===== config.mk =====
export PLATFORM = sky130hd
export DESIGN_NAME = hit_window_counter
export DESIGN_NICKNAME = d
export VERILOG_FILES = /design/src/rtl/fsm_pkg.sv /design/src/rtl/sat_counter.sv /design/src/rtl/hit_window_counter.sv
export SDC_FILE = /design/constraint.sdc
export NUM_CORES = 1
export LEC_CHECK = 0
export ABC_CLOCK_PERIOD_IN_PS = 3510
export BUFFER_PORTS_ARGS = -buffer_cell sky130_fd_sc_hd__buf_2
export CAP_MARGIN = 30
export CORE_MARGIN = 4
export CORE_UTILIZATION = 42
export DETAILED_ROUTE_END_ITERATION = 8
export SYNTH_ARGS = -nofsm -noshare
export SYNTH_HDL_FRONTEND = slang
export SYNTH_SLANG_ARGS = --single-unit

===== constraint.sdc =====
create_clock -name clk -period 3.51 [get_ports clk]
set_input_delay 0.702 -clock clk [delete_from_list [all_inputs] [get_ports clk]]
set_output_delay 0.702 -clock clk [all_outputs]
set_load 0.03 [all_outputs]

===== src/rtl/fsm_pkg.sv =====
// Shared definitions for the windowed hit counter: FSM state encoding and
// the saturation-limit helper used to size the accumulator ceiling.
package fsm_pkg;

    typedef enum logic [0:0] {
        ST_IDLE  = 1'b0,
        ST_COUNT = 1'b1
    } state_t;

    // All-ones value of a w-bit counter, i.e. the value at which it saturates.
    function automatic logic [31:0] sat_limit(input int unsigned w);
        return (32'd1 << w) - 32'd1;
    endfunction

endpackage


===== src/rtl/sat_counter.sv =====
// Saturating up-counter holding the per-window hit accumulator.
// clr has priority and restarts the count at zero with the saturation flag
// cleared; inc adds one unless the counter is already at its ceiling, in which
// case the blocked increment is remembered in sat.
module sat_counter
    import fsm_pkg::*;
#(
    parameter int W = 8
) (
    input  logic         clk,
    input  logic         rst,
    input  logic         clr,
    input  logic         inc,
    output logic [W-1:0] q,
    output logic         sat
);

    localparam logic [W-1:0] LIMIT = W'(sat_limit(W));

    logic [W-1:0] r_q;
    logic         r_sat;

    // Accumulator and sticky saturation flag.
    always_ff @(posedge clk or negedge rst) begin
        if (!rst) begin
            r_q   <= {W{1'b0}};
            r_sat <= 1'b0;
        end else if (clr) begin
            r_q   <= {W{1'b0}};
            r_sat <= 1'b0;
        end else if (inc) begin
            if (r_q == LIMIT) begin
                r_sat <= 1'b1;
            end else begin
                r_q <= r_q + W'(1);
            end
        end else begin
            r_q   <= r_q;
            r_sat <= r_sat;
        end
    end

    assign q   = r_q;
    assign sat = r_sat;

endmodule


===== src/rtl/hit_window_counter.sv =====
// Windowed hit counter: counts asserted cycles of a detector match stream over
// a programmable number of clocks and presents each completed window's count
// through a valid/ready result register. Windows run back-to-back while
// enabled; a result that cannot be stored because the register is still full
// is discarded and flagged with a one-cycle drop pulse.
module hit_window_counter
    import fsm_pkg::*;
#(
    parameter int WIN_W = 8,
    parameter int CNT_W = 8
) (
    input  logic             clk,
    input  logic             rst,
    input  logic             en,
    input  logic [WIN_W-1:0] win_len,
    input  logic             hit,
    output logic             cnt_valid,
    input  logic             cnt_ready,
    output logic [CNT_W-1:0] cnt_data,
    output logic             cnt_sat,
    output logic             drop
);

    localparam logic [CNT_W-1:0] CNT_LIMIT = CNT_W'(sat_limit(CNT_W));

    state_t           r_state;
    state_t           w_state_nxt;
    logic [WIN_W-1:0] r_remaining;
    logic [WIN_W-1:0] w_remaining_nxt;
    logic             w_clr;
    logic             w_inc;
    logic             w_close;

    logic [CNT_W-1:0] w_acc;
    logic             w_acc_sat;
    logic [CNT_W-1:0] w_final_cnt;
    logic             w_final_sat;

    logic             r_valid;
    logic [CNT_W-1:0] r_data;
    logic             r_sat;
    logic             r_drop;

    sat_counter #(
        .W (CNT_W)
    ) u_acc (
        .clk (clk),
        .rst (rst),
        .clr (w_clr),
        .inc (w_inc),
        .q   (w_acc),
        .sat (w_acc_sat)
    );

    // Closing count includes the hit sampled on the close edge itself, so fold
    // it into the accumulator value here rather than waiting a cycle.
    always_comb begin
        w_final_cnt = w_acc;
        w_final_sat = w_acc_sat;
        if (hit) begin
            if (w_acc == CNT_LIMIT) begin
                w_final_sat = 1'b1;
            end else begin
                w_final_cnt = w_acc + CNT_W'(1);
            end
        end else begin
            w_final_cnt = w_acc;
        end
    end

    // Next-state, window down-counter and accumulator control.
    always_comb begin
        w_state_nxt     = r_state;
        w_remaining_nxt = r_remaining;
        w_clr           = 1'b0;
        w_inc           = 1'b0;
        w_close         = 1'b0;
        case (r_state)
            ST_IDLE: begin
                if (en && (win_len != {WIN_W{1'b0}})) begin
                    w_state_nxt     = ST_COUNT;
                    w_remaining_nxt = win_len;
                    w_clr           = 1'b1;
                end else begin
                    w_state_nxt     = ST_IDLE;
                end
            end
            ST_COUNT: begin
                if (!en) begin
                    // Abort: partial count thrown away, nothing reported.
                    w_state_nxt     = ST_IDLE;
                    w_remaining_nxt = {WIN_W{1'b0}};
                    w_clr           = 1'b1;
                end else if (r_remaining == WIN_W'(1)) begin
                    // Close edge: restart immediately if another window is asked for.
                    w_close = 1'b1;
                    w_clr   = 1'b1;
                    if (win_len != {WIN_W{1'b0}}) begin
                        w_state_nxt     = ST_COUNT;
                        w_remaining_nxt = win_len;
                    end else begin
                        w_state_nxt     = ST_IDLE;
                        w_remaining_nxt = {WIN_W{1'b0}};
                    end
                end else begin
                    w_inc           = hit;
                    w_remaining_nxt = r_remaining - WIN_W'(1);
                end
            end
            default: begin
                w_state_nxt     = ST_IDLE;
                w_remaining_nxt = {WIN_W{1'b0}};
                w_clr           = 1'b1;
            end
        endcase
    end

    // State and window length registers.
    always_ff @(posedge clk or negedge rst) begin
        if (!rst) begin
            r_state     <= ST_IDLE;
            r_remaining <= {WIN_W{1'b0}};
        end else begin
            r_state     <= w_state_nxt;
            r_remaining <= w_remaining_nxt;
        end
    end

    // Result register: load on close when free or being drained, else drop.
    always_ff @(posedge clk or negedge rst) begin
        if (!rst) begin
            r_valid <= 1'b0;
            r_data  <= {CNT_W{1'b0}};
            r_sat   <= 1'b0;
            r_drop  <= 1'b0;
        end else begin
            r_drop <= 1'b0;
            if (w_close) begin
                if (!r_valid || cnt_ready) begin
                    r_valid <= 1'b1;
                    r_data  <= w_final_cnt;
                    r_sat   <= w_final_sat;
                end else begin
                    r_drop  <= 1'b1;
                end
            end else if (r_valid && cnt_ready) begin
                r_valid <= 1'b0;
            end else begin
                r_valid <= r_valid;
            end
        end
    end

    assign cnt_valid = r_valid;
    assign cnt_data  = r_data;
    assign cnt_sat   = r_sat;
    assign drop      = r_drop;

endmodule


==> reports/qor.yml <==
finish:
  syn_to_final_growth_pct: 13.7
  final_layout_size_suffix_gt1_share_pct: 22.4
  final_nets: 216
  num_antenna_cells: 0
  post-route-util_pct: 50.7
  leading_cell_type_in_the_layout_fill_and_taps_excluded: "dfrtp_1"
  layout_common_cells: "29 x dfrtp_1, 23 x buf_2, 17 x nand2_1"
cts:
  number_of_buffers_added_for_setup_after_cts: 0
  cts_root_buffer: "clkbuf_8"
  cts_buffer_depth: 2
  holdBufCountCts: 0
  clock_sink_count: 29
  clk_pin_slew_worst_paths_ns: 0.07
  tritoncts.num_buffers: 5
  cts_resized: 0
  clock_latency_of_the_later_clocked_register_in_the_worst_skew_pair_ns: 0.28
  clock_tree.htree_level_count: 2
  cts_tree: "yes"
global_route:
  vias_in_the_first_global_route: 1446
  grt_antenna_before_repair: 0
  grt_pass1_wl_um: 6750
  grt_start_max_net_pins: 30
  gr-usage-all-layers_pct: 17.0
  globalRoute.totalOverflow: 0
synthesis:
  synth_cell_types: 50
  number_of_enable_flip_flop_cells_after_synthesis: 0
  synth.top_cells.by_area: "dfrtp_1 44%, a21oi_1 4.2%, nand2_1 3.8%, o21ai_0 3.6%, o2bb2ai_1 3.2%"
  ys_async_sr_fraction_pct: 100
  mappedNetlistArea_um2: 1670
  synth_top_flop_cell: "dfrtp_1"
  sequential_cell_area_fraction_in_the_yosys_report_pct: 43.5
  synthCells: 176
  synthDominantAreaCellType: "dfrtp_1"
  synth_area_per_cell_um2: 9.48
  yosysTopAreaCellShare_pct: 43.5
  ys_ff_latch: 29
  count_of_warnings_emitted_by_yosys: 0
  mappedNetlistNets: 192
power:
  vdd_drop_max_mv: 0.238
  p_leak_nw: 0.815
  power_density_nw_per_um2: 505
worst_setup_path:
  critical_path_required_ns: 3.72
  worstReg2RegStart: "r_remaining[1]$_DFFE_PN0P_"
  critical_path_type: "flop to flop"
  critPathLaunch: "r_remaining[1]$_DFFE_PN0P_"
  max_stage_delay_ns: 0.62
  worstSetupStartpointType: "flop"
  crit_fanout: 18
  critical_path.slowest_cell: "nand4_1"
  worstPathCellList: "inv_1, ha_1, nor3b_1, nand4_1, nor2b_1, a21oi_1"
  setup.worst_path.end_class: "flop"
  cp.arrival_ns: 2.50
placement:
  gp_congestion: 0.879
  portBuffers: 23
  post-dp-hpwl_um: 2810
sta:
  tightest_slew_ns: 1.05
  final_hold_slack_ns: 0.452
  count_of_endpoints_failing_hold_in_the_final_timing_report: 0
  worst_slew_margin_rel_pct: 30.3
  setup_viol_count_final: 0
  fin_skew_ns: 0.00740
  setup_repair_after_global_routing_missed_its_margin: "false"
  maxSlewViolCount: 0
  timing.final.crit_share_pct: 65.3
  fin_tns_setup_ns: 0
  max_freq_mhz: 437
  final_worst_path_period_need_ns: 2.29
detailed_routing:
  vias: 1494
  drt-vias-per-instance: 6.00
  detail_route.wl_per_cell_um: 15.9
  post_route_ant_nets: 0
  drt_pre_antenna_iters: 4
  drt_iter0_markers: 110
  detail_route.drc_violations: 0
  route.final.wire_length_um: 3960
floorplan:
  count_of_pins_on_the_block_boundary: 24
  core_area_um2: 3740
  die_area_um2: 5040
  placement_rows: 22
  dieHeight_um: 71.0
  dieWidth_um: 71.0
  start_util_pct: 44.6
hold_path:
  hold_path.class: "input pin to async pin"
outcome:
  status: "finished, final reports clean"
job:
  cap_violations: 0
metal layers:
| layer | part of all wire, % | track usage [%] |
|---|---|---|
| met5 | 0 | 0 |
| met1 | 47 | 22.8 |
| met2 | 45 | 25.2 |
| met4 | 1.4 | 6.68 |
| met3 | 7.2 | 5.54 |
cell usage after synthesis (4+ instances only):
master and number:
nor3_1 9, o22ai_1 6, dfrtp_1 29, o21ai_0 12, nor4_1 4, a21oi_1 14, nand4_1 4, nor2_1 8
nand2_1 17, o2bb2ai_1 6, inv_1 8
area by class of cell:
cell class,count,area [um2]
Clock inverter,1,5.00
Sequential cell,29,726
Fill cell,377,1850
Timing Repair Buffer,24,123
Inverter,8,30.0
Tap cell,48,60.1
Multi-Input combinational cell,132,857
Clock buffer,7,96.3
cell families (layout without fill, tap and decap cells):
family                     after synthesis  in the layout  synth area share, %
adders and majority gates                3              3                 2.25
xor gates and xnor gates                 1              1                0.525
muxes                                    4              4                 2.48
and+or+nand+nor                         61             61                 19.8
DFF                                     29             29                 43.5
AOI/OAI and AO/OA                       63             63                 26.3
buffers and inverters                   15             40                 5.10
state kept, by name, summed over array words and instances, names as in the netlist:
| register | count |
|---|---|
| cnt_data | 8 |
| cnt_sat | 1 |
| cnt_valid | 1 |
| drop | 1 |
| r_remaining | 8 |
| r_state | 1 |
| u_acc.q | 8 |
| u_acc.sat | 1 |
report_power, final:
| part | internal, W | switching (W) | total, W |
|---|---|---|---|
| Clock | 0.000177 | 0.000127 | 0.000303 |
| Combinational | 0.0000907 | 0.000148 | 0.000239 |
| Sequential | 0.000372 | 0.0000446 | 0.000417 |
| Total | 0.000640 | 0.000319 | 0.000959 |
through the flow:
stage | cells | power, W | cell area (um2) | setup slack [ns]
2_1_floorplan | 176 | 0.000593 | 1670 | 1.62
3_3_place_gp | 240 | 0.000652 | 1790 | 1.11
3_5_place_dp | 241 | 0.000659 | 1800 | 1.22
4_1_cts | 249 | 0.000967 | 1900 | 1.18
5_1_grt | 249 | 0.00101 | 1900 | 0.948
6_report | 249 | 0.000959 | 1900 | 1.22
path summary, 6_finish.rpt:
kind | slack, ns | to | cells past startpoint
worst max-delay path | 1.22 | cnt_data[6]$_DFFE_PN0P_ | 6
worst min-delay path | 0.45 | r_remaining[3]$_DFFE_PN0P_ | 1
worst max register to register | 1.22 | cnt_data[6]$_DFFE_PN0P_ | 6
worst min register to register | 0.48 | cnt_data[5]$_DFFE_PN0P_ | 2
max in group asynchronous | 2.61 | u_acc.q[3]$_DFFE_PN0P_ | 1
min in group clk | 0.48 | cnt_data[5]$_DFFE_PN0P_ | 2
worst max-delay path, delay by kind of cell (launching register included):
family | cells | cell delay (ns)
DFF | 1 | 0.41
buffers and inverters | 1 | 0.10
and+or+nand+nor | 3 | 1.43
AOI/OAI and AO/OA | 1 | 0.12
adders and majority gates | 1 | 0.16
Note: power is estimated with default switching activity, not from simulation.
